**config.mk**
```make
export PLATFORM = sky130hd
export DESIGN_NAME = change_dispenser
export DESIGN_NICKNAME = d
export VERILOG_FILES = /design/src/rtl/change_dispenser.sv
export SDC_FILE = /design/constraint.sdc
export NUM_CORES = 1
export LEC_CHECK = 0
export ABC_AREA = 1
export CELL_PAD_IN_SITES_DETAIL_PLACEMENT = 0
export CELL_PAD_IN_SITES_GLOBAL_PLACEMENT = 1
export CORE_MARGIN = 3
export CORE_UTILIZATION = 41
export CTS_BUF_LIST = sky130_fd_sc_hd__clkbuf_4 sky130_fd_sc_hd__clkbuf_8
export DETAILED_ROUTE_END_ITERATION = 10
export GPL_ROUTABILITY_DRIVEN = 1
export PLACE_DENSITY = 0.95
export SLEW_MARGIN = 5
export SYNTH_ARGS = -nofsm -noshare
export SYNTH_HDL_FRONTEND = slang
export SYNTH_SLANG_ARGS = --single-unit
```
**constraint.sdc**
```tcl
create_clock -name clk_i -period 3.09 [get_ports clk_i]
set_input_delay 0.618 -clock clk_i [delete_from_list [all_inputs] [get_ports clk_i]]
set_output_delay 0.618 -clock clk_i [all_outputs]
set_load 0.05 [all_outputs]
```
**src/rtl/change_dispenser.sv**
```systemverilog
// change_dispenser: pays out vend change largest-coin-first over valid/ack, then clears the paid register
module change_dispenser (
  input  logic       clk_i,
  input  logic       reset_i,
  input  logic [9:0] paid_i,
  input  logic [9:0] price_i,
  input  logic       vend_i,
  input  logic       coin_ack_i,
  output logic       coin_valid_o,
  output logic [1:0] coin_type_o,
  output logic [9:0] change_left_o,
  output logic       clear_req_o,
  output logic       busy_o,
  output logic       insufficient_o,
  output logic       done_o
);
  typedef enum logic [2:0] {IDLE, CHECK, REJECT, DISPENSE, CLEAR, DONE} state_t;
  state_t state_q, state_d;
  logic [9:0] paid_l_q, paid_l_d, price_l_q, price_l_d, change_left_q, change_left_d;
  logic [9:0] coin_val;
  assign coin_type_o    = change_left_q >= 10'd100 ? 2'd2 : change_left_q >= 10'd10 ? 2'd1 : 2'd0;
  assign coin_val       = coin_type_o == 2'd2 ? 10'd100 : coin_type_o == 2'd1 ? 10'd10 : 10'd1;
  assign coin_valid_o   = state_q == DISPENSE && change_left_q != 10'd0;
  assign change_left_o  = change_left_q;
  assign clear_req_o    = state_q == CLEAR;
  assign busy_o         = state_q != IDLE;
  assign insufficient_o = state_q == REJECT;
  assign done_o         = state_q == DONE;
  always_comb begin
    state_d       = state_q;
    paid_l_d      = paid_l_q;
    price_l_d     = price_l_q;
    change_left_d = change_left_q;
    case (state_q)
      IDLE: if (vend_i) begin
        paid_l_d  = paid_i;
        price_l_d = price_i;
        state_d   = CHECK;
      end
      CHECK: begin
        state_d       = paid_l_q < price_l_q ? REJECT : DISPENSE;
        change_left_d = paid_l_q < price_l_q ? change_left_q : paid_l_q - price_l_q;
      end
      REJECT:   state_d = IDLE;
      DISPENSE: begin
        state_d       = change_left_q == 10'd0 ? CLEAR : DISPENSE;
        change_left_d = coin_valid_o && coin_ack_i ? change_left_q - coin_val : change_left_q;
      end
      CLEAR:    state_d = paid_i == 10'd0 ? DONE : CLEAR;
      DONE:     state_d = IDLE;
      default:  state_d = IDLE;
    endcase
  end
  always_ff @(posedge clk_i) begin
    if (reset_i) begin
      state_q       <= IDLE;
      paid_l_q      <= '0;
      price_l_q     <= '0;
      change_left_q <= '0;
    end else begin
      state_q       <= state_d;
      paid_l_q      <= paid_l_d;
      price_l_q     <= price_l_d;
      change_left_q <= change_left_d;
    end
  end
endmodule

```
==> metrics.csv <==
metric,value,unit
status,completed,
Core Region,5570,sq um
syn_area_per_cell,6.24,sq um
max-capacitance violation count,0,
"Clk Latency, worst-skew pair",0.29,ns
vias per cell,5.05,
"Seq/Total Area, Yosys",27.7,%
GR Util All Layers,19.2,%
Final #Nets,466,
Hold Path Class,flop to flop,
"Slew Viols, Final",0,
CP Capture Type,output port,
main area contributors after synthesis,"dfxtp_1, nand2_1, nand3_1, ha_1, inv_1",
Syn Nets,424,
setup bufs post-CTS,0,
Hold Buf Count CTS,0,
die width,82.2,um
Routed Antenna Nets,0,
layout cell share with drive strength beyond 1,7.06,%
unique cell type count in the Yosys netlist,28,
cells after synthesis,382,
CTS tree,done,
CP startpoint kind,flop,
Ys Warns,0,
minimum clock period,2.88,ns
Post-synth ARST share,0,%
final hold vios,0,
Starting Density,42.7,%
total CTS buffers,5,
Sum Neg Setup Slack,0,ns
# rows,27,
Boundary Pins,41,
Setup WS pre-CTS,0.525,ns
router iterations before antenna repair,5,
initial antenna violation count,0,
Max Fclk,347,MHz
Root Driver,clkbuf_8,
drt drc,0,
Layout Skew,0.00662,ns
Clock transition at path regs,0.08,ns
CTS max path bufs,2,
Rel. slew slack,63.5,%
Critical Path AT,2.27,ns
Synth Register Bits,33,
1st-iter DRT viols,121,
gr ovfl total,0,
"critical path fanouts, max",7,
"count leader, synth",nand2_1,
final setup margin,0.206,ns
PostCTS Resize Cnt,0,
Vias,2510,
port bufs,40,
vias in the first global route,2294,
Chip Height,82.2,um
Post-synth EDFFs,0,
DR WL/cell,12.2,um
first-pass GRT wire length,10.1,mm
Die ar.,6760,sq um
H-tree depth,2,
Syn-to-layout area delta,25.6,%
DP Wirelength,4.85,mm
n_diodes,0,
kind of critical path,flop to output port,
synthesized area,2380,sq um
RSZ-0062 raised after global routing,false,
Placer Congestion,0.856,
most common flop cell mapped by yosys,dfxtp_1,
period utilisation layout,93.3,%
share of the synthesized area in the top cell type,27.7,%
Slew @ Worst Pin,0.547,ns
Synth top cells by count,"nand2_1, inv_1, nor2_1",
final-report setup violation count,0,
largest area contributor in the netlist,dfxtp_1,
Worst Path Required,2.47,ns
largest net degree at the start of global routing,21,
Post-Route WL,6.06,mm
clk sinks,33,
[cell type report]
cell class              instances  area [sq um]
clock buffers                   6          82.6
fillers                       574          2580
repair buffers                 46           445
clock inverters                 2          37.5
multi-input cells             281          1460
inverters                      57           214
flip-flops and latches         33           661
well taps                      72          90.1
[per-stage QoR]
| step | hold WS [ns] | instance area (sq um) | cells | util [%] |
|---|---|---|---|---|
| 3_5_place_dp | 0.454 | 2870 | 489 | 51.5 |
| 6_report | 0.463 | 2990 | 497 | 53.7 |
| 2_1_floorplan | 0.433 | 2390 | 382 | - |
| 4_1_cts | 0.464 | 2990 | 497 | 53.7 |
| 5_1_grt | 0.477 | 2990 | 497 | 53.7 |
| 3_3_place_gp | 0.448 | 2870 | 489 | 51.5 |
[flip-flops by register name, indices dropped and copies added, names as in the netlist]
| signal | cells |
|---|---|
| change_left_o | 10 |
| paid_l_q | 10 |
| price_l_q | 10 |
| state_q | 3 |
[layer usage]
metal  up-vias  part of all wire (%)  wire [um]  global-route usage (%)
met4         0                   1.9        118                    7.14
met2        70                    46       2800                    32.0
li1       1321                     -          -                       -
met3        11                   5.6        342                    4.01
met1      1108                    46       2800                    24.2
met5         -                     0          0                       0
[placed cells by master (no fill, tap or decap), types with 3 or more instances in the layout]
cell             instances
nor3_1                   3
o21ai_0                 22
nor2_4                   4
ha_1                    16
nor2_1                  42
buf_4                    6
a21oi_2                  3
nand2_1                 94
a21oi_1                 31
inv_1                   51
clkbuf_8                 6
nand3_1                 42
inv_2                    6
nand4_1                  5
dfxtp_1                 33
clkdlybuf4s50_1         40
nand3b_1                 4
[worst max-delay path, cell delays in order, from the launching register on]
cell             delay [ns]
dfxtp_1                0.39
inv_2                  0.12
nand3_1                0.09
nand4_1                0.07
inv_1                  0.04
nor2_1                 0.22
inv_1                  0.13
nor2_4                 0.10
clkdlybuf4s50_1        0.81
[cells by family after synthesis]
logic type / synth area share (%)
compound gates: 13.9
simple gates: 36.3
buf+inv: 11.2
fa+ha+maj: 10.1
flops: 27.7
xor+xnor: 0.735
[worst paths after layout]
check | startpoint | end | slack (ns) | cells past startpoint
min reg2reg | price_l_q[2]$_SDFFE_PP0P_ | price_l_q[2]$_SDFFE_PP0P_ | 0.46 | 2
max | change_left_o[4]$_SDFFE_PP0P_ | coin_type_o[0] | 0.21 | 8
max reg2reg | change_left_o[7]$_SDFFE_PP0P_ | change_left_o[8]$_SDFFE_PP0P_ | 0.57 | 14
min | price_l_q[2]$_SDFFE_PP0P_ | price_l_q[2]$_SDFFE_PP0P_ | 0.46 | 2
Power is not shown: default switching activity piles up to over one toggle a cycle in this logic, so the estimate is an artifact.
